==> src/rtl/inst_fetch_if.sv <==
// Fetch-stage bus bundle: redirect, instruction-memory request/response, decode delivery.
// Latency: none (wires only).
// Backpressure: imem_req_ready and inst_ready stall the fetch master.
interface inst_fetch_if;
  logic        redirect_valid;
  logic [31:0] redirect_pc;
  logic        imem_req_valid;
  logic        imem_req_ready;
  logic [31:0] imem_addr;
  logic        imem_rsp_valid;
  logic [31:0] imem_rsp_data;
  logic        inst_valid;
  logic        inst_ready;
  logic [31:0] inst;
  logic [31:0] inst_pc;
  logic [31:0] inst_pc4;

  // The fetch stage drives requests and delivered instructions.
  modport master (
    input  redirect_valid, redirect_pc,
    input  imem_req_ready, imem_rsp_valid, imem_rsp_data,
    input  inst_ready,
    output imem_req_valid, imem_addr,
    output inst_valid, inst, inst_pc, inst_pc4
  );

  // Memory, decode and redirect source as seen from the other side.
  modport slave (
    output redirect_valid, redirect_pc,
    output imem_req_ready, imem_rsp_valid, imem_rsp_data,
    output inst_ready,
    input  imem_req_valid, imem_addr,
    input  inst_valid, inst, inst_pc, inst_pc4
  );
endinterface

==> src/rtl/inst_fetch.sv <==
// Instruction fetch: owns the PC, issues in-order imem reads into a DEPTH-entry ring, delivers {inst, pc}.
// Latency: request at t, response at t+k -> inst_valid at t+k+1 (t+k with IFETCH_BYPASS_EN defined).
// Backpressure: issue stops when DEPTH entries are allocated; inst_ready low holds the head entry.
module inst_fetch #(
  parameter logic [31:0] RESET_PC = 32'h0000_0000,
  parameter int          DEPTH    = 2
) (
  input  logic          clk,
  input  logic          reset,
  inst_fetch_if.master  bus
);

  localparam int PW = (DEPTH > 1) ? $clog2(DEPTH) : 1;
  localparam int CW = $clog2(DEPTH + 1);
  // Discard has to cover stale responses left over from an earlier redirect as
  // well as the entries abandoned by the current one.
  localparam int DW = $clog2(2 * DEPTH + 1);

  logic [31:0]      fetch_pc_q, fetch_pc_d;
  logic [31:0]      pc_q   [DEPTH];
  logic [31:0]      pc_d   [DEPTH];
  logic [31:0]      word_q [DEPTH];
  logic [31:0]      word_d [DEPTH];
  logic [DEPTH-1:0] filled_q, filled_d;
  logic [PW-1:0]    head_q, head_d;
  logic [PW-1:0]    fill_q, fill_d;
  logic [PW-1:0]    tail_q, tail_d;
  logic [CW-1:0]    count_q, count_d;
  logic [CW-1:0]    pend_q, pend_d;      // allocated entries still waiting for data
  logic [DW-1:0]    discard_q, discard_d;

  logic req_fire;
  logic rsp_drop;
  logic rsp_fill;
  logic head_filled;
  logic byp_hit;
  logic deliver;

  // Handshake decode and delivery outputs.
  always_comb begin
    bus.imem_req_valid = !reset && !bus.redirect_valid && (count_q < CW'(DEPTH));
    bus.imem_addr      = fetch_pc_q;
    req_fire           = bus.imem_req_valid && bus.imem_req_ready;
    rsp_drop           = bus.imem_rsp_valid && (discard_q != '0);
    // A response with nothing waiting for it is ignored.
    rsp_fill           = bus.imem_rsp_valid && (discard_q == '0) && (pend_q != '0);
    head_filled        = filled_q[head_q];
`ifdef IFETCH_BYPASS_EN
    byp_hit            = rsp_fill && (count_q != '0) && !head_filled && (fill_q == head_q);
`else
    byp_hit            = 1'b0;
`endif
    bus.inst_valid     = (count_q != '0) && (head_filled || byp_hit);
    bus.inst           = byp_hit ? bus.imem_rsp_data : word_q[head_q];
    bus.inst_pc        = pc_q[head_q];
    bus.inst_pc4       = pc_q[head_q] + 32'd4;
    deliver            = bus.inst_valid && bus.inst_ready;
  end

  // Next-state: allocate, fill and retire; a redirect then flushes on top of that.
  always_comb begin
    fetch_pc_d = fetch_pc_q;
    pc_d       = pc_q;
    word_d     = word_q;
    filled_d   = filled_q;
    head_d     = head_q;
    fill_d     = fill_q;
    tail_d     = tail_q;
    count_d    = count_q;
    pend_d     = pend_q;
    discard_d  = discard_q;

    if (req_fire) begin
      pc_d[tail_q]     = fetch_pc_q;
      filled_d[tail_q] = 1'b0;
      tail_d           = tail_q + PW'(1);
      fetch_pc_d       = fetch_pc_q + 32'd4;
    end
    if (rsp_drop) begin
      discard_d = discard_q - DW'(1);
    end
    if (rsp_fill) begin
      word_d[fill_q]   = bus.imem_rsp_data;
      filled_d[fill_q] = 1'b1;
      fill_d           = fill_q + PW'(1);
    end
    if (deliver) begin
      head_d = head_q + PW'(1);
    end
    count_d = count_q + CW'(req_fire) - CW'(deliver);
    pend_d  = pend_q + CW'(req_fire) - CW'(rsp_fill);

    // Everything allocated is abandoned; responses still owed for unfilled
    // entries must be swallowed when they arrive.
    if (bus.redirect_valid) begin
      fetch_pc_d = {bus.redirect_pc[31:2], 2'b00};
      filled_d   = '0;
      head_d     = '0;
      fill_d     = '0;
      tail_d     = '0;
      count_d    = '0;
      pend_d     = '0;
      discard_d  = discard_q - DW'(rsp_drop) + DW'(pend_q) - DW'(rsp_fill);
    end
  end

  // State registers with asynchronous clear.
  always_ff @(posedge clk or posedge reset) begin
    if (reset) begin
      fetch_pc_q <= RESET_PC;
      for (int i = 0; i < DEPTH; i++) begin
        pc_q[i]   <= '0;
        word_q[i] <= '0;
      end
      filled_q  <= '0;
      head_q    <= '0;
      fill_q    <= '0;
      tail_q    <= '0;
      count_q   <= '0;
      pend_q    <= '0;
      discard_q <= '0;
    end else begin
      fetch_pc_q <= fetch_pc_d;
      for (int i = 0; i < DEPTH; i++) begin
        pc_q[i]   <= pc_d[i];
        word_q[i] <= word_d[i];
      end
      filled_q  <= filled_d;
      head_q    <= head_d;
      fill_q    <= fill_d;
      tail_q    <= tail_d;
      count_q   <= count_d;
      pend_q    <= pend_d;
      discard_q <= discard_d;
    end
  end

endmodule

==> src/flat_wrapper.sv <==
// flat-port wrapper written by rule: the top's interface ports become plain ports
module inst_fetch_flat 
#(
  parameter logic [31:0] RESET_PC = 32'h0000_0000,
  parameter int          DEPTH    = 2
)
  (clk, reset, bus_redirect_valid, bus_redirect_pc, bus_imem_req_ready, bus_imem_rsp_valid, bus_imem_rsp_data, bus_inst_ready, bus_imem_req_valid, bus_imem_addr, bus_inst_valid, bus_inst, bus_inst_pc, bus_inst_pc4);
  inst_fetch_if bus_i ();
  input  logic clk;
  input  logic reset;
  input wire logic [$bits(bus_i.redirect_valid)-1:0] bus_redirect_valid;
  input wire logic [$bits(bus_i.redirect_pc)-1:0] bus_redirect_pc;
  input wire logic [$bits(bus_i.imem_req_ready)-1:0] bus_imem_req_ready;
  input wire logic [$bits(bus_i.imem_rsp_valid)-1:0] bus_imem_rsp_valid;
  input wire logic [$bits(bus_i.imem_rsp_data)-1:0] bus_imem_rsp_data;
  input wire logic [$bits(bus_i.inst_ready)-1:0] bus_inst_ready;
  output wire logic [$bits(bus_i.imem_req_valid)-1:0] bus_imem_req_valid;
  output wire logic [$bits(bus_i.imem_addr)-1:0] bus_imem_addr;
  output wire logic [$bits(bus_i.inst_valid)-1:0] bus_inst_valid;
  output wire logic [$bits(bus_i.inst)-1:0] bus_inst;
  output wire logic [$bits(bus_i.inst_pc)-1:0] bus_inst_pc;
  output wire logic [$bits(bus_i.inst_pc4)-1:0] bus_inst_pc4;
  assign bus_i.redirect_valid = bus_redirect_valid;
  assign bus_i.redirect_pc = bus_redirect_pc;
  assign bus_i.imem_req_ready = bus_imem_req_ready;
  assign bus_i.imem_rsp_valid = bus_imem_rsp_valid;
  assign bus_i.imem_rsp_data = bus_imem_rsp_data;
  assign bus_i.inst_ready = bus_inst_ready;
  assign bus_imem_req_valid = bus_i.imem_req_valid;
  assign bus_imem_addr = bus_i.imem_addr;
  assign bus_inst_valid = bus_i.inst_valid;
  assign bus_inst = bus_i.inst;
  assign bus_inst_pc = bus_i.inst_pc;
  assign bus_inst_pc4 = bus_i.inst_pc4;
  inst_fetch #(.RESET_PC(RESET_PC), .DEPTH(DEPTH)) u_core (.clk(clk), .reset(reset), .bus(bus_i));
endmodule
==> config.mk <==
export PLATFORM = sky130hd
export DESIGN_NAME = inst_fetch_flat
export DESIGN_NICKNAME = d
export VERILOG_FILES = /design/src/rtl/inst_fetch_if.sv /design/src/rtl/inst_fetch.sv /design/src/flat_wrapper.sv
export SDC_FILE = /design/constraint.sdc
export NUM_CORES = 1
export LEC_CHECK = 0
export ABC_AREA = 1
export ABC_CLOCK_PERIOD_IN_PS = 5200
export BUFFER_PORTS_ARGS = -buffer_cell sky130_fd_sc_hd__buf_2
export CELL_PAD_IN_SITES_DETAIL_PLACEMENT = 0
export CELL_PAD_IN_SITES_GLOBAL_PLACEMENT = 2
export CORE_MARGIN = 4
export CORE_UTILIZATION = 28
export DETAILED_ROUTE_END_ITERATION = 7
export MAX_ROUTING_LAYER = met4
export PLACE_DENSITY_LB_ADDON = 0.15
export SLEW_MARGIN = 10
export SYNTH_ARGS = -nofsm -noshare
export SYNTH_HDL_FRONTEND = slang
export SYNTH_SLANG_ARGS = --single-unit
export TNS_END_PERCENT = 100
==> constraint.sdc <==
create_clock -name clk -period 5.2 [get_ports clk]
set_input_delay 0.52 -clock clk [delete_from_list [all_inputs] [get_ports clk]]
set_output_delay 0.52 -clock clk [all_outputs]
set_load 0.01 [all_outputs]
Word-level counts from Yosys, hierarchy flattened
Index checks and enable logic that the tools add are counted.
{ "classes": {"n_addsub": 13, "order_cmp": 11, "mux": 33, "n_bitwise": 6, "n_reduce_logical": 22} }
{ "ops": {"columns": ["op", "n"], "rows": [
  ["$mux 32", 10],
  ["$bwmux 64", 2],
  ["$add 32x3->32 const B", 2],
  ["$demux 32 s1", 2],
  ["$logic_and 1x1->1", 12],
  ["$reduce_bool 2->1", 6],
  ["$mux 1", 10],
  ["$mux 2", 5],
  ["$ge 2x2->1 const B", 3],
  ["$lt 1x2->1 const B", 3],
  ["$mux 3", 2],
  ["$not 1->2", 3],
  ["$sub 3x1->3", 2],
  ["$add 2x1->2", 2],
  ["$lt 2x1->1 const B", 2],
  ["$sub 2x1->2", 2],
  ["$add 1x1->1 const B", 3],
  ["$add 3x2->3", 1],
  ["$logic_not 3->1", 1],
  ["$reduce_bool 3->1", 1],
  ["$sub 3x1->3 const B", 1],
  ["$and 2x2->2", 1],
  ["$demux 1 s1", 2],
  ["$ge 1x1->1 const B", 2],
  ["other kinds (4)", 5]
]} }
{ "word_totals": {"regBits": 172, "in_bits": 70, "wordCells": 97} }

Depth between registers and ports, before layout
Gate-level depths: netlist (run 1).
{ "logic_depth": {"ltp_word": 10, "ltp_mapped": 15, "ltp_nobuf": 15} }

Worst setup path after synthesis (run 1)
No wires, ideal clock.
{ "synth_path": {"kind": "reg-to-reg", "startpoint": "register u_core.discard_q[1]", "endpoint": "register u_core.discard_q[1]", "setup_ns": 0.128, "arrival_ns": 2.806, "required_time_ns": 5.072, "slack_ns": 2.267, "stages_incl_launch_ff": 16, "period_less_slack_ns": 2.933, "cell_sequence": "dfrtp_1 > inv_1 > ha_1 > nand2_1 > nor2_1 > o21ai_2 > fa_1 > inv_1 > fa_1 > inv_1 > ha_1 > fa_1 > nand2_1 > o21ai_0 > nand2_1 > o21ai_0"} }
{ "synth_between": {"elab_chain_len": 6, "word_cells_on_any_way": 12, "cone_classes": "add/sub: 4; mux: 2; reduce/logical: 6"} }
{ "synth_lines": {"columns": ["item", "line_no", "text"], "rows": [
  ["start, declared", "inst_fetch.sv:30", "logic [DW-1:0] discard_q, discard_d;"],
  ["start signal, assigned", "inst_fetch.sv:134", "discard_q <= discard_d;"],
  ["$reduce_bool 3->1", "inst_fetch.sv:44", "rsp_drop = bus.imem_rsp_valid && (discard_q != '0);"],
  ["$logic_and 1x1->1", "inst_fetch.sv:44", null],
  ["$sub 3x1->3", "inst_fetch.sv:103", "discard_d = discard_q - DW'(rsp_drop) + DW'(pend_q) - DW'(rsp_fill);"],
  ["$add 3x2->3", "inst_fetch.sv:103", null],
  ["$sub 3x1->3", "inst_fetch.sv:103", null],
  ["$mux 3", "inst_fetch.sv:95", "if (bus.redirect_valid) begin"]
]} }
Several ways; a longest one is shown, not always the timed one. The select of a mux whose other input is x is not followed.
A chain may end at the register's enable or synchronous reset.

Worst setup path in the final report (run 1)
{ "layout_path": {"startpoint": "register u_core.head_q", "endpoint": "output port bus_inst_pc4[30]"} }
{ "layout_between": {"elab_chain_len": 5} }
{ "layout_lines": {"columns": ["item", "line_no", "text"], "rows": [
  ["start, declared", "inst_fetch.sv:25", "logic [PW-1:0] head_q, head_d;"],
  ["start signal, assigned", "inst_fetch.sv:116", "head_q <= '0;"],
  ["start signal, assigned", "inst_fetch.sv:129", "head_q <= head_d;"],
  ["$not 1->2 (not written as such)", "inst_fetch.sv:56", "bus.inst_pc4 = pc_q[head_q] + 32'd4;"],
  ["$mux 32 (not written as such) (3 in series)", "inst_fetch.sv:56", null],
  ["$add 32x3->32", "inst_fetch.sv:56", null],
  ["end, declared", "flat_wrapper.sv:22", "output wire logic [$bits(bus_i.inst_pc4)-1:0] bus_inst_pc4;"]
]} }
No other way between the ends. The select of a mux whose other input is x is not followed.

==> run metrics, run 1 <==
crit-path max FO=67; Pleak=5.86 nW; TritonCTS Buffers=17; most common cell after layout, fill and taps aside=nand2_1; reg-to-reg startpoint=u_core.discard_q[0]; Starting Density=28.4%; DRT Wirelength=29800 um; pre-CTS setup slack=2.05 ns; mean post-synth cell area=7.35 sq um; die area=37000 sq um; Crit. Startpoint=u_core.head_q; number of global-route vias before repair=8244; FF+latch count, synth=166; Cell Chain, Critical Path=inv_6 -> nand2_2 -> nand2_2 -> ha_1 -> nand3_1 -> inv_1 -> nand2_1 -> nor2_2 -> nand2_1 -> nand2_1 -> nand2_1 -> buf_2; required time of the critical path=4.68 ns; cell family with most CP delay=simple AND/OR/NAND/NOR gates; Worst Tran Pin Value=1.06 ns; post-DP HPWL=21700 um; Reg2Reg Depth=15; Worst-Skew Late Latency=0.43 ns; unrepaired setup endpoints after global routing=false; clock sinks=166; final setup violation count=0; ys flop type=dfrtp_1; Area Growth Syn to Fin=19.1%; clock tree buffer depth=2; number of synthesized flops with an enable pin=0; row count=67; post-synthesis sequential area ratio=43.7%; worst r2r dst=u_core.discard_q[1]; Period Utilization, post-route=66.4%; DRC=0; pwr/cell area=381 nW/um^2; Placer Congestion=0.804; Resize count post-CTS=0; die height=192 um; Die X-Extent=192 um; most frequent cells in the layout=527 x nand2_1, 191 x buf_2, 165 x dfrtp_1; sw frac=36.5%; post-synth cell types=40; initial drt markers=361; internal power=0.00274 W; Worst path depth=12; cell repeated most along the worst path=nand2_1; core area=33500 sq um; fin nets=1542; gr usage total=17.0%; GRT Residual Overflow=0; aggregate negative setup slack=0 ns; Avg Vias per Cell=4.35; clock-pin slew on the worst setup and hold paths=0.07 ns; final hold slack=0.306 ns; synth warn=0; antenna-violating nets left=0; TritonCTS clock tree=built; Worst setup SP type=flop; hold buffer count at cts=0; largest net degree at the start of global routing=100; initial antenna violation count=1; CP endpoint=bus_inst_pc4[30]; setup bufs post-CTS=0; area of the multi-input gates=4550 sq um; Post-Syn Instances=1294; cell area after layout=11300 sq um; wire length per cell=15.5 um; max-cap violations=0; drt first pass iters=5; CP arrival=2.93 ns; first-pass GRT wire length=47600 um; Max Freq=290 MHz; H-tree depth=4; max incr delay on CP=0.57 ns; CP Capture Type=output pin; HP Class=in2reg; Max-slew headroom=29.2%; crit path time final=3.45 ns; dpl cells=1888; layout cells sized above 1=22.1%; fill count=3768; Crit Path Class=reg2out; final hold vios=0; switching pwr=0.00158 W; synthesized area=9510 sq um; reg2reg setup slack=2.08 ns; Gate power share=30.2%; crit path buf inv count=3; Root Buffer Master=clkbuf_16; register area=4160 sq um; Max Slew Vio Count=0; # port buffers=191; setup ws final=1.75 ns; maximum vdd drop=0.000170 V; slowest CP cell=dfrtp_2; Hold Crit Depth=3; Async S/R FF share, synth=100%; status=finished, final reports clean; clock share of power=28.4%; vias=8357; Seq pwr share=41.4%; Non-Filler Instances=1920; I/O pin cnt=200; Clock Skews=0.0106 ns; Placement Cell Area=10800 sq um
power groups by stage:
stage	Clock (W)	Combinational [W]	Sequential, W
2_1_floorplan	0	0.000856	0.00176
3_3_place_gp	0	0.00134	0.00180
3_5_place_dp	0	0.00134	0.00181
4_1_cts	0.00127	0.00134	0.00179
5_1_grt	0.00133	0.00153	0.00183
6_report	0.00122	0.00130	0.00179
worst register-to-register path, stage by stage (launching register included):
cell,delay (ns)
dfrtp_1,0.41
inv_1,0.12
ha_1,0.16
nand2_1,0.09
nor2_1,0.12
o21ai_2,0.09
fa_1,0.48
inv_1,0.05
fa_1,0.52
inv_1,0.04
ha_1,0.19
fa_1,0.42
nand2_1,0.07
o21ai_0,0.08
nand2_1,0.08
o21ai_0,0.07
synthesized netlist by cell type (10+ instances only):
library cell  count  area share (%)
nand2_1         529              21
dfrtp_1         166              44
inv_1           118             4.7
o21ai_0         116             6.1
nor2_1           70             2.8
nand3_1          62             3.3
nand2_2          37             2.4
buf_2            25             1.3
xor2_1           21             1.9
nor2_2           20             1.3
clkbuf_1         16            0.63
nand2_4          15             1.8
o21a_1           11            0.87
ha_1             10             1.3
cell families after synthesis:
group	Yosys count	synth area share, %
AOI/OAI and AO/OA	155	8.98
xor gates and xnor gates	28	2.58
adders and majority gates	13	1.95
buffers and inverters	182	8.69
DFF	166	43.7
other	1	0.0394
and+or+nand+nor	749	34.1
state kept, by name (all words and copies together) (netlist names):
| signal | flops |
|---|---|
| u_core.pc_q | 60 |
| u_core.fill_q | 1 |
| u_core.tail_q | 1 |
| u_core.discard_q | 3 |
| u_core.bus.imem_addr | 30 |
| u_core.count_q | 2 |
| u_core.filled_q | 2 |
| u_core.word_q | 64 |
| u_core.pend_q | 2 |
| u_core.head_q | 1 |
stage by stage:
| stage | power (W) | util [%] |
|---|---|---|
| after detailed placement | 0.00315 | 32.1 |
| after CTS | 0.00440 | 33.8 |
| after global routing | 0.00469 | 33.8 |
| after floorplan | 0.00261 | - |
| after global placement | 0.00314 | 32.1 |
| final | 0.00431 | 33.8 |
how the worst min path moves through the flow:
stage,startpoint,end,slack [ns]
floorplan,u_core.pc_q[46],u_core.pc_q[46],0.44
CTS,bus_redirect_pc[23],u_core.bus.imem_addr[23],0.28
finish,bus_redirect_pc[23],u_core.bus.imem_addr[23],0.31
detailed placement,u_core.pc_q[46],u_core.pc_q[46],0.46
global placement,u_core.pc_q[49],u_core.pc_q[49],0.46
global route,bus_redirect_pc[18],u_core.bus.imem_addr[18],0.30
metal layers:
metal  track usage (%)  part of all wire, %
met5                 -                    0
met3              2.84                  3.9
met1              24.8                   51
met4              3.04                 0.72
met2              25.3                   44
layout make-up:
cell class,instances,share of cell area [%]
Multi-Input combinational cell,951,40.2
Inverter,124,4.22
Antenna cell,1,0.0221
Clock inverter,13,1.11
Sequential cell,166,36.7
Timing Repair Buffer,199,8.98
Clock buffer,18,3.79
Tap cell,448,4.95
Power figures use the tool's default switching activity.
==> run 2: changes to the inputs <==
--- a/config.mk
+++ b/config.mk
@@ -6,12 +6,12 @@
 export NUM_CORES = 1
 export LEC_CHECK = 0
 export ABC_AREA = 1
-export ABC_CLOCK_PERIOD_IN_PS = 5200
+export ABC_CLOCK_PERIOD_IN_PS = 3300
 export BUFFER_PORTS_ARGS = -buffer_cell sky130_fd_sc_hd__buf_2
 export CELL_PAD_IN_SITES_DETAIL_PLACEMENT = 0
 export CELL_PAD_IN_SITES_GLOBAL_PLACEMENT = 2
 export CORE_MARGIN = 4
-export CORE_UTILIZATION = 28
+export CORE_UTILIZATION = 31
 export DETAILED_ROUTE_END_ITERATION = 7
 export MAX_ROUTING_LAYER = met4
 export PLACE_DENSITY_LB_ADDON = 0.15
==> constraint.sdc (replaced) <==
create_clock -name clk -period 3.3 [get_ports clk]
set_input_delay 0.33 -clock clk [delete_from_list [all_inputs] [get_ports clk]]
set_output_delay 0.33 -clock clk [all_outputs]
set_load 0.01 [all_outputs]
==> run 2 against run 1 <==
Sequential cell count unchanged. Combinational power increased by 60%. Die area decreased by 9.3%. Global-route usage increased by 1.0 points. Core utilization increased by 4.4 points. Register-to-register slack got worse by 1.9 ns. Non-clock buffer count increased by 6. Clock power increased by 73%. Power increased by 62%. Sequential share of layout area decreased by 0.30 points. Cell count decreased by 2.7%. Setup slack got worse by 1.5 ns. Largest cell class unchanged. Largest power group unchanged. Highest routed layer unchanged.
==> run metrics, run 2 (synthesis gave the netlist of run 1 again) <==
post-DP HPWL=21600 um (-0.52%); Diodes inserted=0 (-1); DRT Wirelength=29400 um (-1.3%); Clock Skews=0.0187 ns (+0.00815 ns); Max Freq=323 MHz; status=finished, final reports clean; wire length per cell=15.7 um (+1.4%); pwr/cell area=614 nW/um^2 (+61%); reg2reg setup slack=0.21 ns (-1.87 ns); met3 routed WL=1270 um (+9.7%); clock-pin slew on the worst setup and hold paths=0.07 ns (about the same); crit path time final=3.09 ns; Reg2Reg Depth=15 (unchanged); drt first pass iters=5 (unchanged); DRC=0 (unchanged); Worst Tran Pin Value=0.709 ns (-0.350 ns); die area=33500 sq um (-9.3%); Placer Congestion=0.828 (+3.0%); Die X-Extent=183 um (-4.8%); CP arrival=3.40 ns (+0.47 ns); first-pass GRT wire length=46500 um (-2.3%); Crit Path Class=reg2reg; H-tree depth=4 (unchanged); TritonCTS clock tree=built; required time of the critical path=3.61 ns (-1.07 ns); GRT Residual Overflow=0 (unchanged); final setup violation count=0 (unchanged); Pleak=5.94 nW (+1.5%); Worst setup SP type=flop; reg-to-reg startpoint=u_core.discard_q[0]; Starting Density=31.7% (+3.4 points); clock tree buffer depth=2 (unchanged); Max Slew Vio Count=0 (unchanged); pre-CTS setup slack=0.164 ns (-1.89 ns); TritonCTS Buffers=17 (unchanged); unrepaired setup endpoints after global routing=false; row count=63 (-6.0%); # port buffers=191 (unchanged); setup bufs post-CTS=0 (unchanged); Routed met1 length=14400 um (-5.8%); aggregate negative setup slack=0 ns (unchanged); setup ws final=0.208 ns (-1.54 ns); I/O pin cnt=200 (unchanged); core area=30000 sq um (-11%); Largest register FFs=64 (unchanged); Placement Cell Area=10800 sq um (-0.10%); most frequent cells in the layout=527 x nand2_1, 191 x buf_2, 165 x dfrtp_1; dpl cells=1835 (-2.8%); initial antenna violation count=0 (-1); initial drt markers=490 (+36%); largest net degree at the start of global routing=66 (-34%); CP Capture Type=flop; maximum vdd drop=0.000270 V (+58%); Avg Vias per Cell=4.53 (+4.0%); die height=183 um (-4.8%); Worst-Skew Late Latency=0.43 ns (about the same); worst r2r dst=u_core.discard_q[1]; Period Utilization, post-route=93.7%; HP Class=in2async; vias=8459 (+1.2%); metal2 WL=13400 um (+2.1%); number of global-route vias before repair=8151 (-1.1%); Area Growth Syn to Fin=20.1%; crit-path max FO=3 (-96%); antenna-violating nets left=0 (unchanged); final hold vios=0 (unchanged); clock sinks=166 (unchanged); layout cells sized above 1=22.6% (+0.50 points); uppermost layer routed=met4; cell area after layout=11400 sq um (+0.87%); most common cell after layout, fill and taps aside=nand2_1; max-cap violations=0 (unchanged); Largest Register=u_core.word_q; fill count=3276 (-13%); hold buffer count at cts=0 (unchanged); Non-Filler Instances=1868 (-2.7%); Final Total Pwr=0.00701 W (+62%); Root Buffer Master=clkbuf_16; gr usage total=18.0% (+1.0 points); Max-slew headroom=52.6% (+23 points); fin nets=1548 (+0.39%)
run 2: critical path, cell delays in order (launching register included):
cell	delay [ns]
dfrtp_1	0.41
inv_1	0.10
ha_1	0.14
nand2_1	0.07
nor2_1	0.11
o21ai_2	0.09
fa_1	0.48
inv_1	0.05
fa_1	0.53
inv_1	0.04
ha_1	0.20
fa_1	0.43
nand2_1	0.07
o21ai_0	0.08
nand2_1	0.09
o21ai_0	0.07
run 2: final cells by class:
type                            count  area, sq um  share of cell area (%)
Timing Repair Buffer              205         1110                    9.73
Clock buffer                       17          425                    3.73
Inverter                          124          484                    4.24
Sequential cell                   166         4160                    36.4
Clock inverter                     15          199                    1.74
Tap cell                          390          488                    4.27
Multi-Input combinational cell    951         4550                    39.9
run 2: power by group:
group	internal, W	leakage [nW]	switching (W)	total, W
Sequential	0.00248	2.13	0.000338	0.00282
Combinational	0.000804	3.51	0.00128	0.00208
Clock	0.00111	0.301	0.00100	0.00211
run 2: repair_timing:
| item | 4_1_cts | 5_1_grt |
|---|---|---|
| hold endpoints to repair | 0 | 0 |
| gates resized for setup | 0 | 5 |
| setup endpoints to repair | 0 | 5 |
run 2: layer usage:
| metal | vias up | track usage (%) |
|---|---|---|
| li1 | 4351 | - |
| met1 | 3908 | 25.5 |
| met2 | 181 | 27.4 |
| met3 | 19 | 2.88 |
| met4 | 0 | 3.78 |
| met5 | - | - |
run 2: through the flow:
stage                     util [%]  hold WS [ns]
after global routing          38.1        0.0662
after detailed placement      35.9         0.459
after floorplan                  -         0.442
after global placement        35.9         0.456
final                         38.1        0.0275
after CTS                     38.0        0.0367
run 2: worst max path at each step:
stage	start	to	slack, ns	depth (start not counted)
after detailed placement	u_core.discard_q[1]	u_core.discard_q[1]	0.16	15
after global placement	u_core.discard_q[1]	u_core.discard_q[1]	0.21	15
final	u_core.discard_q[0]	u_core.discard_q[1]	0.21	15
after global routing	u_core.discard_q[0]	u_core.discard_q[1]	0.004	15
after floorplan	u_core.discard_q[1]	u_core.discard_q[1]	0.37	15
after CTS	u_core.discard_q[1]	u_core.discard_q[1]	0.16	15
==> run 3: changes to the inputs <==
--- a/config.mk
+++ b/config.mk
@@ -10,9 +10,11 @@
 export BUFFER_PORTS_ARGS = -buffer_cell sky130_fd_sc_hd__buf_2
 export CELL_PAD_IN_SITES_DETAIL_PLACEMENT = 0
 export CELL_PAD_IN_SITES_GLOBAL_PLACEMENT = 2
-export CORE_MARGIN = 4
+export CORE_MARGIN = 5
 export CORE_UTILIZATION = 31
 export DETAILED_ROUTE_END_ITERATION = 7
+export GPL_ROUTABILITY_DRIVEN = 0
+export HOLD_SLACK_MARGIN = 0.1
 export MAX_ROUTING_LAYER = met4
 export PLACE_DENSITY_LB_ADDON = 0.15
 export SLEW_MARGIN = 10
==> run 3 against run 2 <==
Wire length down 0.62%. Sequential cell count unchanged. Clock power about the same. Critical endpoint unchanged. Worst hold slack better by 0.090 ns.
==> run metrics, run 3 (synthesis gave the netlist of run 1 again) <==
clock sinks=166 (unchanged); drt first pass iters=6 (+1); setup bufs post-CTS=0 (unchanged); initial drt markers=518 (+5.7%); final hold vios=0 (unchanged); worst r2r dst=u_core.discard_q[1]; # port buffers=191 (unchanged); antenna-violating nets left=0 (unchanged); hold worst-path end=u_core.bus.imem_addr[30]; Hold Crit Depth=3; required time of the critical path=3.61 ns (about the same); unrepaired setup endpoints after global routing=false; Pleak=5.96 nW (+0.26%); largest net degree at the start of global routing=66 (unchanged); HP Class=in2reg; core area=30400 sq um (+1.6%); layout cells sized above 1=22.8% (+0.19 points); first-pass GRT wire length=46900 um (+0.83%); die height=185 um (+1.1%); Root Buffer Master=clkbuf_16; most common cell after layout, fill and taps aside=nand2_1; aggregate negative setup slack=0 ns (unchanged); most frequent cells in the layout=527 x nand2_1, 191 x buf_2, 165 x dfrtp_1; TritonCTS Buffers=17 (unchanged); pwr/cell area=611 nW/um^2 (-0.40%); row count=64 (+1.6%); Reg2Reg Depth=15 (unchanged); final setup violation count=0 (unchanged); max-cap violations=0 (unchanged); maximum vdd drop=0.000348 V (+29%); hold wc startpoint=bus_redirect_pc[30]; clock-pin slew on the worst setup and hold paths=0.08 ns (about the same); GRT Residual Overflow=0 (unchanged); Clock Skews=0.0141 ns (-0.00464 ns); reg2reg setup slack=0.25 ns (+0.04 ns); number of global-route vias before repair=8419 (+3.3%); Largest Register=u_core.word_q; Period Utilization, post-route=92.5% (-1.2 points); Max Freq=327 MHz (+1.3%); Final Total Pwr=0.00699 W (-0.25%); DRC=0 (unchanged); CP arrival=3.37 ns (-0.03 ns); Crit Path Class=reg2reg; Area Growth Syn to Fin=20.3%; reg-to-reg startpoint=u_core.discard_q[1]; Worst setup SP type=flop; post-DP HPWL=21700 um (+0.79%); die area=34300 sq um (+2.2%); Worst-Skew Late Latency=0.43 ns (about the same); initial antenna violation count=0 (unchanged); gr usage total=17.8% (-0.18 points); DRT Wirelength=29200 um (-0.62%); Starting Density=31.2% (-0.50 points); I/O pin cnt=200 (unchanged); wire length per cell=15.5 um (-1.2%); clock tree buffer depth=2 (unchanged); Final Util=37.6% (-0.54 points); crit-path max FO=4 (+1); Die X-Extent=185 um (+1.1%); status=finished, final reports clean; Max Slew Vio Count=0 (unchanged); Worst Tran Pin Value=0.948 ns (+0.239 ns); fin nets=1553 (+0.32%); TritonCTS clock tree=built; Largest register FFs=64 (unchanged); Avg Vias per Cell=4.48 (-1.2%); H-tree depth=4 (unchanged); Diodes inserted=0 (unchanged); CP Capture Type=flop; vias=8409 (-0.59%); crit path time final=3.05 ns (-0.0382 ns); Max-slew headroom=36.7% (-16 points)
==> run 3: through the flow <==
step                      instances  area (sq um)  setup WS [ns]  hold WS [ns]
final                          1879         11400          0.246         0.118
after global routing           1879         11400         0.0192         0.126
after CTS                      1879         11400          0.171         0.104
after detailed placement       1845         10800          0.176         0.458
after global placement         1845         10800          0.196         0.457
after floorplan                1299          9530          0.367         0.442
==> run 3: power breakdown <==
part | internal, W | switching (W) | total, W
Clock | 0.00110 | 0.000996 | 0.00210
Sequential | 0.00248 | 0.000333 | 0.00281
Combinational | 0.000811 | 0.00127 | 0.00208
Total | 0.00439 | 0.00260 | 0.00699
==> run 3: final cells by class <==
cell class / instances / area (sq um)
inverters: 124 / 477
clock inverters: 15 / 201
well taps: 396 / 495
clock buffers: 17 / 425
repair buffers: 210 / 1130
fillers: 3373 / 19000
multi-input cells: 951 / 4550
flip-flops and latches: 166 / 4160
==> run 3: per-layer routing <==
| metal | up-vias | wire length (um) | track usage, % |
|---|---|---|---|
| met1 | 3887 | 14500 | 24.6 |
| li1 | 4351 | - | - |
| met4 | 0 | 340 | 3.58 |
| met5 | - | 0 | - |
| met2 | 151 | 13300 | 28.2 |
| met3 | 20 | 1100 | 2.75 |
==> run 3: worst max path at each step <==
stage	start	endpoint	slack, ns	cells after the start
floorplan	u_core.discard_q[1]	u_core.discard_q[1]	0.37	15
global placement	u_core.discard_q[1]	u_core.discard_q[1]	0.20	15
detailed placement	u_core.discard_q[1]	u_core.discard_q[1]	0.18	15
CTS	u_core.discard_q[1]	u_core.discard_q[1]	0.17	15
global route	u_core.discard_q[1]	u_core.discard_q[1]	0.02	15
finish	u_core.discard_q[1]	u_core.discard_q[1]	0.25	15
==> run 3: what timing repair did <==
item	CTS	global route
hold endpoints to repair	2	0
gates resized for setup	0	2
setup endpoints to repair	0	2
hold buffers	2	0
==> run 3: worst max-delay path, stage by stage, from the launching register on <==
cell	delay, ns
dfrtp_1	0.40
inv_2	0.10
ha_1	0.14
nand2_1	0.07
nor2_1	0.11
o21ai_2	0.09
fa_1	0.48
inv_1	0.05
fa_1	0.52
inv_1	0.04
ha_1	0.20
fa_1	0.43
nand2_1	0.07
o21ai_0	0.08
nand2_1	0.08
o21ai_0	0.07
